--- config.mk ---
export PLATFORM = sky130hd
export DESIGN_NAME = box_window_reader
export DESIGN_NICKNAME = d
export VERILOG_FILES = /design/src/rtl/box_window_reader.sv
export SDC_FILE = /design/constraint.sdc
export NUM_CORES = 1
export LEC_CHECK = 0
export BUFFER_PORTS_ARGS = -buffer_cell sky130_fd_sc_hd__buf_2
export CAP_MARGIN = 20
export CORE_MARGIN = 2
export CORE_UTILIZATION = 40
export DETAILED_ROUTE_END_ITERATION = 12
export GPL_TIMING_DRIVEN = 0
export PLACE_DENSITY = 0.63
export SYNTH_ARGS = -nofsm -noshare
export SYNTH_HDL_FRONTEND = slang
export SYNTH_SLANG_ARGS = --single-unit
--- constraint.sdc ---
create_clock -name clk -period 3.96 [get_ports clk]
set_input_delay 0.198 -clock clk [delete_from_list [all_inputs] [get_ports clk]]
set_output_delay 0.198 -clock clk [all_outputs]
set_load 0.05 [all_outputs]
--- src/rtl/box_window_reader.sv ---
// ---------------------------------------------------------------------------
// box_window_reader
//
// Read-side controller for the three pixel line-buffer FIFOs that feed the
// 3x3 box blur. Once all three FIFOs report programmable-full it drains one
// line from each in lockstep. Each returned column is shifted into a 3x3
// column-shift window, and every valid window is offered downstream under a
// valid/ready handshake.
//
// Optional build macro: WINDOW_SUM_EN. When it is defined, the windowSum port
// is added. It carries the registered sum of the nine window pixels.
//
// Ports:
//   clk          system clock, rising edge
//   rst          asynchronous active-low reset
//   lineData0..2 outPixel of top (oldest) / middle / bottom (newest) FIFO
//   lineValid    outPixelValid of FIFOs 2..0
//   lineFull     progFull of FIFOs 2..0
//   rdEn         read strobe to FIFOs 2..0 (all-ones or all-zeros)
//   window       3x3 window, row-major, [DATA_WIDTH-1:0] = top-left
//   windowValid  window holds a valid neighbourhood
//   windowReady  downstream accepts the window this cycle
//   lineDone     pulse on the cycle the last window of a line is accepted
//   syncErr      sticky: lineValid bits disagreed or surplus data arrived
//   windowSum    (WINDOW_SUM_EN only) sum of the nine window pixels
// ---------------------------------------------------------------------------
module box_window_reader #(
    parameter int DATA_WIDTH = 8,
    parameter int LINE_WIDTH = 16,
    parameter int CNT_WIDTH  = 5
) (
    input  logic                    clk,
    input  logic                    rst,
    input  logic [DATA_WIDTH-1:0]   lineData0,
    input  logic [DATA_WIDTH-1:0]   lineData1,
    input  logic [DATA_WIDTH-1:0]   lineData2,
    input  logic [2:0]              lineValid,
    input  logic [2:0]              lineFull,
    output logic [2:0]              rdEn,
    output logic [9*DATA_WIDTH-1:0] window,
    output logic                    windowValid,
    input  logic                    windowReady,
    output logic                    lineDone,
`ifdef WINDOW_SUM_EN
    output logic [DATA_WIDTH+3:0]   windowSum,
`endif
    output logic                    syncErr
);

    localparam int COL_W = 3 * DATA_WIDTH;
    localparam int WIN_W = 9 * DATA_WIDTH;
    localparam logic [CNT_WIDTH-1:0] LINE_LAST = CNT_WIDTH'(LINE_WIDTH);
    localparam logic [CNT_WIDTH-1:0] FIRST_WIN = CNT_WIDTH'(3);
    localparam logic [CNT_WIDTH-1:0] CNT_ONE   = CNT_WIDTH'(1);

    typedef enum logic [1:0] {
        IDLE  = 2'd0,
        READ  = 2'd1,
        FLUSH = 2'd2
    } stateT;

    stateT                  stateR;
    logic [CNT_WIDTH-1:0]   rdCntR;
    logic [CNT_WIDTH-1:0]   colCntR;
    logic                   skidValidR;
    logic [COL_W-1:0]       skidDataR;

    logic                   outStallS;
    logic                   allValidS;
    logic                   patternErrS;
    logic [CNT_WIDTH-1:0]   colTotalS;
    logic                   surplusS;
    logic                   inValidS;
    logic                   shiftS;
    logic                   skidLoadS;
    logic                   readS;
    logic                   doneS;
    logic [COL_W-1:0]       colInS;
    logic [WIN_W-1:0]       nextWindowS;
    logic                   windowValidNextS;

`ifdef WINDOW_SUM_EN
    // Zero-extended sum of the nine pixels. Nine values below 2**DATA_WIDTH
    // always fit in DATA_WIDTH+4 bits.
    function automatic logic [DATA_WIDTH+3:0] sumPixels(input logic [WIN_W-1:0] w);
        logic [DATA_WIDTH+3:0] acc;
        acc = '0;
        for (int i = 0; i < 9; i++) begin
            acc = acc + {4'b0000, w[i*DATA_WIDTH +: DATA_WIDTH]};
        end
        return acc;
    endfunction
`endif

    // Handshake, stall, skid and next-window decode.
    always_comb begin
        outStallS   = windowValid && !windowReady;
        allValidS   = (lineValid == 3'b111);
        patternErrS = (lineValid != 3'b000) && (lineValid != 3'b111);
        // A column still waiting in the skid register is already received,
        // so it counts toward the line total.
        colTotalS   = colCntR + {{(CNT_WIDTH-1){1'b0}}, skidValidR};
        surplusS    = allValidS && ((stateR == IDLE) || (colTotalS >= LINE_LAST));
        inValidS    = allValidS && !surplusS;
        shiftS      = !outStallS && (skidValidR || inValidS);
        // A skid entry is always older than anything arriving now.
        colInS      = skidValidR ? skidDataR : {lineData2, lineData1, lineData0};
        skidLoadS   = inValidS && (outStallS || skidValidR);
        // rdEn depends on windowReady in the same cycle. Because of this, a
        // read is only issued in an unstalled cycle, so at most one column
        // can land in the skid register.
        readS       = (stateR == READ) && (rdCntR < LINE_LAST) && !outStallS && !skidValidR;
        doneS       = (stateR == FLUSH) && (colCntR == LINE_LAST) && (!windowValid || windowReady);

        nextWindowS = window;
        if (shiftS) begin
            for (int r = 0; r < 3; r++) begin
                nextWindowS[(r*3+0)*DATA_WIDTH +: DATA_WIDTH] = window[(r*3+1)*DATA_WIDTH +: DATA_WIDTH];
                nextWindowS[(r*3+1)*DATA_WIDTH +: DATA_WIDTH] = window[(r*3+2)*DATA_WIDTH +: DATA_WIDTH];
                nextWindowS[(r*3+2)*DATA_WIDTH +: DATA_WIDTH] = colInS[r*DATA_WIDTH +: DATA_WIDTH];
            end
        end else begin
            nextWindowS = window;
        end

        if (shiftS && ((colCntR + CNT_ONE) >= FIRST_WIN)) begin
            windowValidNextS = 1'b1;
        end else if (windowValid && windowReady) begin
            windowValidNextS = 1'b0;
        end else begin
            windowValidNextS = windowValid;
        end
    end

    assign rdEn     = readS ? 3'b111 : 3'b000;
    assign lineDone = doneS;

    // State machine, counters, skid register, window and sticky error.
    always_ff @(posedge clk or negedge rst) begin
        if (!rst) begin
            stateR      <= IDLE;
            rdCntR      <= '0;
            colCntR     <= '0;
            skidValidR  <= 1'b0;
            skidDataR   <= '0;
            window      <= '0;
            windowValid <= 1'b0;
            syncErr     <= 1'b0;
        end else begin
            syncErr     <= syncErr || patternErrS || surplusS;
            window      <= nextWindowS;
            windowValid <= windowValidNextS;

            if (skidLoadS) begin
                skidValidR <= 1'b1;
                skidDataR  <= {lineData2, lineData1, lineData0};
            end else if (shiftS) begin
                skidValidR <= 1'b0;
            end else begin
                skidValidR <= skidValidR;
            end

            if (shiftS) begin
                colCntR <= colCntR + CNT_ONE;
            end else begin
                colCntR <= colCntR;
            end

            if (readS) begin
                rdCntR <= rdCntR + CNT_ONE;
            end else begin
                rdCntR <= rdCntR;
            end

            case (stateR)
                IDLE: begin
                    if (lineFull == 3'b111) begin
                        stateR  <= READ;
                        rdCntR  <= '0;
                        colCntR <= '0;
                    end else begin
                        stateR <= IDLE;
                    end
                end
                READ: begin
                    // The read count alone ends the line; lineFull is not
                    // looked at again.
                    if (readS && ((rdCntR + CNT_ONE) == LINE_LAST)) begin
                        stateR <= FLUSH;
                    end else begin
                        stateR <= READ;
                    end
                end
                FLUSH: begin
                    if (doneS) begin
                        stateR <= IDLE;
                    end else begin
                        stateR <= FLUSH;
                    end
                end
                default: begin
                    stateR <= IDLE;
                end
            endcase
        end
    end

`ifdef WINDOW_SUM_EN
    // Sum registered alongside the window it describes.
    always_ff @(posedge clk or negedge rst) begin
        if (!rst) begin
            windowSum <= '0;
        end else begin
            windowSum <= sumPixels(nextWindowS);
        end
    end
`endif

endmodule
## Word level (Yosys, flattened, before mapping)

Cells that the tools add are included.

| word-level totals | value |
|---|---|
| memories kept | 0 |
| latch bits | 0 |
| ROM bits | 0 |
| word-level logic and storage cells | 66 |
| output and inout port bits | 78 |
| memory bits (writable) | 0 |
| bits of input ports | 33 |
| bits in registers | 111 |

| cells by class | value |
|---|---|
| add/sub/neg operators | 3 |
| muxes and demuxes | 16 |
| bitwise gates (word level) | 0 |
| div/mod/pow operators | 0 |
| multipliers | 0 |
| magnitude comparators | 3 |
| shifts and indexed selects | 0 |
| reduce and logical (&&, ||, !) cells | 29 |
| equal/unequal tests | 7 |

Operators with widths:

| operator | count |
|---|---|
| $mux W5 | 6 |
| $mux W24 | 1 |
| $logic_and A1 B1 Y1 | 14 |
| $add A5 B1 Y5 const B | 2 |
| $eq A5 B5 Y1 const B | 2 |
| $eq A3 B3 Y1 const B | 2 |
| $logic_or A1 B1 Y1 | 6 |
| $pmux W2 S3 | 1 |
| $add A5 B1 Y5 | 1 |
| $ge A5 B2 Y1 const B | 1 |
| $ge A5 B5 Y1 const B | 1 |
| $logic_not A1 Y1 | 5 |
| $lt A5 B5 Y1 const B | 1 |
| $mux W1 | 5 |
| $mux W2 | 2 |
| $reduce_bool A2 Y1 | 2 |
| $mux W3 | 1 |
| $ne A3 B3 Y1 const B | 1 |
| $reduce_bool A3 Y1 | 1 |
| $eq A2 B1 Y1 const B | 1 |
| $eq A2 B2 Y1 const B | 1 |
| $logic_not A2 Y1 | 1 |

## Depth between registers and ports, before layout

Gate-level depths: netlist (run 1).

| logic depth | value |
|---|---|
| depth after elaboration | 11 |
| gate-level depth with buffers | 7 |
| gate-level depth less buffers | 6 |

## Worst setup path before layout (run 1)

No wires, ideal clock.

| timing path | value |
|---|---|
| path type | register to output |
| start | register windowValid |
| end | output port lineDone |
| stages on the path, launching flop included | 6 |
| arrival time | 1.914 ns |
| required time | 3.762 ns |
| path slack | 1.848 ns |
| path buffers | 1 |
| path through | dfrtp_1 nor2b_1 clkbuf_1 nor3_1 nand3_1 nor2b_1 |

| on the way | value |
|---|---|
| longest elaborated chain between the ends | 3 |

Ends and longest elaborated chain:

| element | line | text |
|---|---|---|
| from (decl) | 41 | `output logic windowValid,` |
| from (signal assigned) | 152 | `windowValid <= windowValidNextS;` |
| $logic_not A1 Y1 | 113 | `doneS = (stateR == FLUSH) && (colCntR == LINE_LAST) && (!windowValid \|\| windowReady);` |
| $logic_or A1 B1 Y1 | 113 |  |
| $logic_and A1 B1 Y1 | 113 |  |
| to (decl) | 43 | `output logic lineDone,` |

No other way between the ends.

## Worst setup path after layout (run 1)

| timing path | value |
|---|---|
| start | register windowValid |
| end | output port rdEn[0] |

| on the way | value |
|---|---|
| longest elaborated chain between the ends | 5 |

Ends and longest elaborated chain:

| element | line | text |
|---|---|---|
| $logic_and A1 B1 Y1 | 97 | `outStallS = windowValid && !windowReady;` |
| $logic_not A1 Y1 | 112 | `readS = (stateR == READ) && (rdCntR < LINE_LAST) && !outStallS && !skidValidR;` |
| $logic_and A1 B1 Y1 (2 in series) | 112 |  |
| net readS | 76 | `logic readS;` |
| $mux W3 | 135 | `assign rdEn = readS ? 3'b111 : 3'b000;` |
| to (decl) | 39 | `output logic [2:0] rdEn,` |

The timed path passes the listed nets, and every way through them passes these cells.

==> impl_metrics.csv, run 1 <==
group,metric,value,unit
place,gp_congestion,0.737,
cells_and_area,drive_gt1_share,43.1,%
cts,htreeDepth,3,
route,avgRoutedWirePerCell,17.0,µm
synth,syn_avg_cell_area,13.5,µm²
global_route,track_usage,17.6,%
place,port-buffer-count,110,
timing,fin_crit,2.18,ns
route,drc,0,
timing,final.period_utilization,55.0,%
route,via_per_inst,5.32,
synth,synth_flop_cell,"dfrtp_1",
synth,syn-num-nets,394,
synth,yosysUniqueCellTypes,43,
global_route,gr-total-overflow,0,
synth,yosys.area_share.simple,4.65,%
route,first_pass_iters,4,
global_route,antenna_found_initial,0,
timing,final.setup.tns,0,ns
power_and_ir_drop,power_density,932,nW/µm²
route,ant_nets,0,
timing,relSlewSlack,52.3,%
worst_setup_path,crit_type,"reg -> out",
synth,synth_top_family_by_area,"multiplexers",
cts,clock-root-buffer,"clkbuf_16",
worst_setup_path,worstPathArrival,1.98,ns
timing,holdWs,0.0981,ns
route,totalWireLength,10.6,mm
synth,synth_warnings,0,
global_route,grt_max_degree,58,
synth,yosys.area_share.adder,1.51,%
synth,synth_mux_area_share,18.9,%
synth,synth-async-reset-ratio,100,%
worst_setup_path,crit_fanout,7,
cts,cts_tree,"yes",
worst_setup_path,cp.required,3.76,ns
timing,tightest_slew,0.716,ns
floorplan,fp.dieH,113,µm
timing,rsz0062_at_grt,"false",
timing,fin_skew,0.00766,ns
floorplan,core,11600,µm²
synth,synth_seq_area_share,58.0,%
cts,clk_latency,0.35,ns
global_route,grt_pass1_vias,3408,
worst_setup_path,worstSetupEndpointType,"output pin",
cells_and_area,area_delta_synth_final,22.6,%
power_and_ir_drop,p_leak,2.81,nW
flow_run,drv_cap,0,
cts,cts.reportedPaths.clkPinSlew,0.07,ns
cells_and_area,num_antenna_cells,0,
outcome,status,"completed",
floorplan,die_w,113,µm
route,via_count,3330,
synth,synth-compound-area-share,11.7,%
timing,clock.fmax,0.459,GHz
cts,cts_buffers,9,
synth,ys_seq_elements,111,
worst_setup_path,start_kind,"flip-flop",
route,drt_first_iter_violations,205,
min_path,hp-class,"in -> reg",
synth,synth_edf_count,0,
timing,hold_violations,0,
cts,clockBufferDepth,2,
timing,slew_violations,0,
floorplan,io_pins,111,
place,dpl.hpwl,7.31,mm
synth,syn-cell-area,4790,µm²
synth,syn_inst,356,
power_and_ir_drop,max-vdd-ir-drop,0.578,mV
floorplan,num_rows,39,
cells_and_area,nets,517,
timing,finalSetupViolations,0,
floorplan,dieArea,12900,µm²
floorplan,start_util,41.4,%
synth,synth_xor_xnor_area_share,1.10,%
cts,cts.sinks,111,
global_route,grt_pass1_wl,17.7,mm
[per-layer routing]
layer / share of wire (%) / wire [µm] / global-route usage [%]
met5: 0 / 0 / 0
met2: 48 / 5130 / 28.2
met1: 44 / 4720 / 23.5
met4: 1.8 / 189 / 7.07
met3: 5.7 / 607 / 3.93
[registers in the layout (all words and copies together) (netlist names)]
name / cells
windowValid: 1
skidValidR: 1
window: 72
stateR: 2
rdCntR: 5
colCntR: 5
syncErr: 1
skidDataR: 24
[Yosys cell counts (5+ instances only)]
master | instances | area [µm²]
a21oi_1 | 27 | 135
buf_6 | 5 | 56.3
clkbuf_1 | 10 | 37.5
dfrtp_1 | 111 | 2780
ha_1 | 5 | 62.6
mux2_1 | 8 | 90.1
mux2_2 | 44 | 495
mux2_4 | 20 | 300
nand2_1 | 5 | 18.8
nor2_1 | 11 | 41.3
o22ai_1 | 48 | 300
[worst max-delay path: stages (launching register included)]
cell and delay (ns):
dfrtp_1 0.39, nor2b_1 0.13, clkbuf_1 0.20, nor4_4 0.48, buf_4 0.19, buf_2 0.25
[kinds of logic after synthesis]
| family | count (synthesis) |
|---|---|
| flops | 111 |
| compound gates | 90 |
| xor+xnor | 6 |
| mux | 74 |
| simple gates | 39 |
| buf+inv | 30 |
| fa+ha+maj | 6 |
[timing repair]
action | 4_1_cts | 5_1_grt
buffers inserted | 0 | 0
hold buffers | 1 | 0
gates resized for setup | 0 | 0
endpoints found under the hold margin | 54 | 0
[through the flow]
step                      util (%)  cells  power [mW]  cell area [µm²]  worst slack, ns
final                         50.8    626        5.48             5880             1.78
after global routing          50.8    626        5.77             5880             1.61
after CTS                     50.8    626        5.54             5880             1.73
after detailed placement      48.0    610        4.56             5550             1.95
after global placement        47.7    609        4.49             5520             1.47
after floorplan                  -    356        3.91             4790             1.85
[final cells by class]
type                       count  area (µm²)
sequential                   111        2780
clock buffer                  12         246
buffer                        26         184
clock inverter                 3        67.6
tap                          143         179
inverter                       4        15.0
multi-input combinational    215        1820
fill                        1004        5690
timing repair buffer         112         591
[placed cells by master (no fill, tap or decap), types with 3 or more instances in the layout]
cell type  count
a21oi_1       27
nand4_1        3
xnor2_1        4
mux2_1         8
clkbuf_1      12
inv_1          4
nor3_1         4
mux2_4        20
buf_4          4
o22ai_1       48
mux2_2        44
nor2_1        11
dfrtp_1      111
nand3_1        3
clkbuf_16      9
buf_2        112
buf_6          5
ha_1           5
o21ai_0        4
nand2_1        5
nor2b_1        3
[final timing paths]
check,from,endpoint,slack [ns],depth (start not counted)
max,windowValid,rdEn[0],1.78,5
min,lineData2[1],skidDataR[17],0.1,2
max reg2reg,stateR[1],window[53],1.92,6
min reg2reg,syncErr,syncErr,0.47,1
max in group asynchronous,rst,window[13],2.80,3
min in group asynchronous,rst,window[24],0.44,2
[where the power goes]
group / total (mW) / leakage (nW) / switching (mW) / internal (mW)
Combinational: 2.59 / 1.30 / 1.85 / 0.740
Sequential: 1.93 / 1.35 / 0.350 / 1.58
Clock: 0.961 / 0.149 / 0.392 / 0.569
No activity file was read; power rests on OpenSTA's default activity.
==> run 2, diff against run 1 <==
--- a/config.mk
+++ b/config.mk
@@ -11,7 +11,7 @@
 export CORE_UTILIZATION = 40
 export DETAILED_ROUTE_END_ITERATION = 12
 export GPL_TIMING_DRIVEN = 0
-export PLACE_DENSITY = 0.63
+export PLACE_DENSITY = 0.66
 export SYNTH_ARGS = -nofsm -noshare
 export SYNTH_HDL_FRONTEND = slang
 export SYNTH_SLANG_ARGS = --single-unit
==> constraint.sdc (replaced) <==
create_clock -name clk -period 1.8 [get_ports clk]
set_input_delay 0.09 -clock clk [delete_from_list [all_inputs] [get_ports clk]]
set_output_delay 0.09 -clock clk [all_outputs]
set_load 0.05 [all_outputs]
==> impl_metrics.csv, run 2 (synthesis results as in run 1) <==
group,metric,value,unit
min_path,hold_start,"lineData2[7]",
place,gp_congestion,0.780,
global_route,grt_pass1_wl,19.0,mm
cells_and_area,drive_gt1_share,49.1,%
worst_setup_path,rr_startpoint,"colCntR[0]",
cells_and_area,layout_common_cells,"dfrtp_1 (108), buf_2 (106), mux2_4 (69), o22ai_1 (48), a21oi_1 (27)",
power_and_ir_drop,swShare,46.2,%
cts,clk_latency,0.36,ns
timing,tightest_slew,0.751,ns
power_and_ir_drop,p_leak,3.42,nW
global_route,grt_pass1_vias,3658,
cells_and_area,layout_commonest_cell,"dfrtp_1",
cts,cts.sinks,111,
cells_and_area,final_cells,677,
cells_and_area,area_delta_synth_final,41.6,%
outcome,violations,"setup timing",
cts,cts_tree,"yes",
route,first_pass_iters,4,
place,dpl.hpwl,7.43,mm
min_path,hp-class,"in -> reg",
outcome,status,"finished, violations left",
timing,final.period_utilization,102,%
timing,fin_skew,0.0120,ns
power_and_ir_drop,pwr-share-clk,16.7,%
route,ant_nets,0,
worst_setup_path,rr_worst_depth,6,
cells_and_area,biggestRegsByFlops,"window: 72 flops, skidDataR: 24 flops",
timing,slew_violations,0,
power_and_ir_drop,pwr-share-comb,50.1,%
power_and_ir_drop,p_seq_share,33.3,%
place,place_area,5560,µm²
cells_and_area,fin_util,58.7,%
timing,finalSetupViolations,43,
floorplan,fp.dieH,113,µm
flow_run,drv_cap,0,
route,totalWireLength,12.6,mm
power_and_ir_drop,power_density,1920,nW/µm²
worst_setup_path,worstPathArrival,2.07,ns
cells_and_area,register_area,2780,µm²
timing,rsz0062_at_grt,"true",
cts,clock-root-buffer,"clkbuf_16",
worst_setup_path,crit_type,"reg -> reg",
timing,hold_violations,0,
cells_and_area,nets,567,
worst_setup_path,cp.required,2.04,ns
cells_and_area,fillers,965,
global_route,antenna_found_initial,0,
timing,clock.fmax,0.546,GHz
worst_setup_path,crit_fanout,10,
global_route,track_usage,18.9,%
cells_and_area,multi_input_area,2040,µm²
floorplan,io_pins,111,
worst_setup_path,cp-endpoint,"skidDataR[4]",
place,placed_cells,610,
cts,cts.reportedPaths.clkPinSlew,0.08,ns
route,drt_first_iter_violations,224,
cells_and_area,largest_reg_flops,72,
timing,final.setup.worst_slack,-0.0307,ns
place,place_ws,-0.204,ns
worst_setup_path,critPathLaunch,"colCntR[0]",
cells_and_area,largest-register,"window",
worst_setup_path,worstSetupEndpointType,"flip-flop",
global_route,grt_max_degree,58,
cts,clockBufferDepth,2,
worst_setup_path,r2r_end,"skidDataR[4]",
floorplan,dieArea,12900,µm²
cts,htreeDepth,3,
min_path,holdPathStages,2,
timing,relSlewSlack,49.9,%
floorplan,die_w,113,µm
worst_setup_path,start_kind,"flip-flop",
route,drc,0,
worst_setup_path,r2r_slack,-0.03,ns
place,port-buffer-count,110,
global_route,gr-total-overflow,0,
timing,fin_crit,1.83,ns
route,avgRoutedWirePerCell,18.6,µm
cells_and_area,num_antenna_cells,0,
power_and_ir_drop,power.total,13.0,mW
cts,cts_buffers,9,
power_and_ir_drop,intPower,7.00,mW
cells_and_area,stdcell_area,6780,µm²
route,via_count,3587,
power_and_ir_drop,switchingPower,6.01,mW
floorplan,num_rows,39,
power_and_ir_drop,max-vdd-ir-drop,1.21,mV
floorplan,core,11600,µm²
route,via_per_inst,5.30,
floorplan,start_util,41.4,%
==> run 2: cell types whose count changed in the layout (fill, tap and decap cells not counted), moves of 8 or more <==
cell,before,now
mux2_4,20,69
mux2_1,8,0
buf_4,4,23
mux2_2,44,3
dlygate4sd3_1,1,26
==> run 2: area by class of cell <==
class | count | share of cell area [%]
clock buffer | 12 | 3.63
clock inverter | 4 | 1.14
sequential | 111 | 41.0
timing repair buffer | 164 | 17.8
tap | 143 | 2.64
multi-input combinational | 215 | 30.0
buffer | 24 | 3.58
inverter | 4 | 0.221
==> run 2: critical path, stage by stage (launching register included) <==
cell and delay (ns):
dfrtp_1 0.39, nand3_2 0.10, or3_1 0.35, and3_4 0.20, o21ai_4 0.17, buf_12 0.21, mux2_4 0.31
==> run 2: routing by layer <==
layer  global-route usage, %  vias to the layer above  part of all wire (%)
li1                        -                     1660                     -
met1                    24.4                     1813                    44
met2                    31.4                      103                    51
met3                    5.37                       11                   4.2
met4                    5.45                        0                  0.90
met5                       0                        -                     0
==> run 2: metrics by stage <==
stage / hold slack [ns] / setup TNS [ns]
3_3_place_gp: 0.339 / -74.92
3_5_place_dp: 0.200 / -12.82
6_report: 0.0191 / -0.508
4_1_cts: 0.00930 / -0.345
5_1_grt: 0.0163 / -5.08
2_1_floorplan: -0.206 / 0
==> run 2: worst min-delay path by stage <==
stage / to / slack [ns]
floorplan: colCntR[0] / -0.21
global placement: skidDataR[16] / 0.34
detailed placement: window[32] / 0.20
CTS: skidDataR[23] / 0.009
global route: skidDataR[23] / 0.02
finish: skidDataR[23] / 0.02
==> run 2: timing repair <==
item / in CTS / in global routing
resized for setup: 27 / 69
setup buffers: 14 / 6
cloned: 1 / 6
setup endpoints to repair: 94 / 93
endpoints found under the hold margin: 80 / 0
hold buffers: 26 / 0
pin swaps: 4 / 4
==> run 2: power by group through the flow <==
stage                     registers (mW)  clock network (mW)  logic [mW]
after floorplan                     7.02                   0        1.59
after global placement              4.23                   0        5.65
after detailed placement            4.32                   0        5.74
after CTS                           4.26                2.21        6.01
after global routing                4.47                2.32        6.82
final                               4.33                2.17        6.51
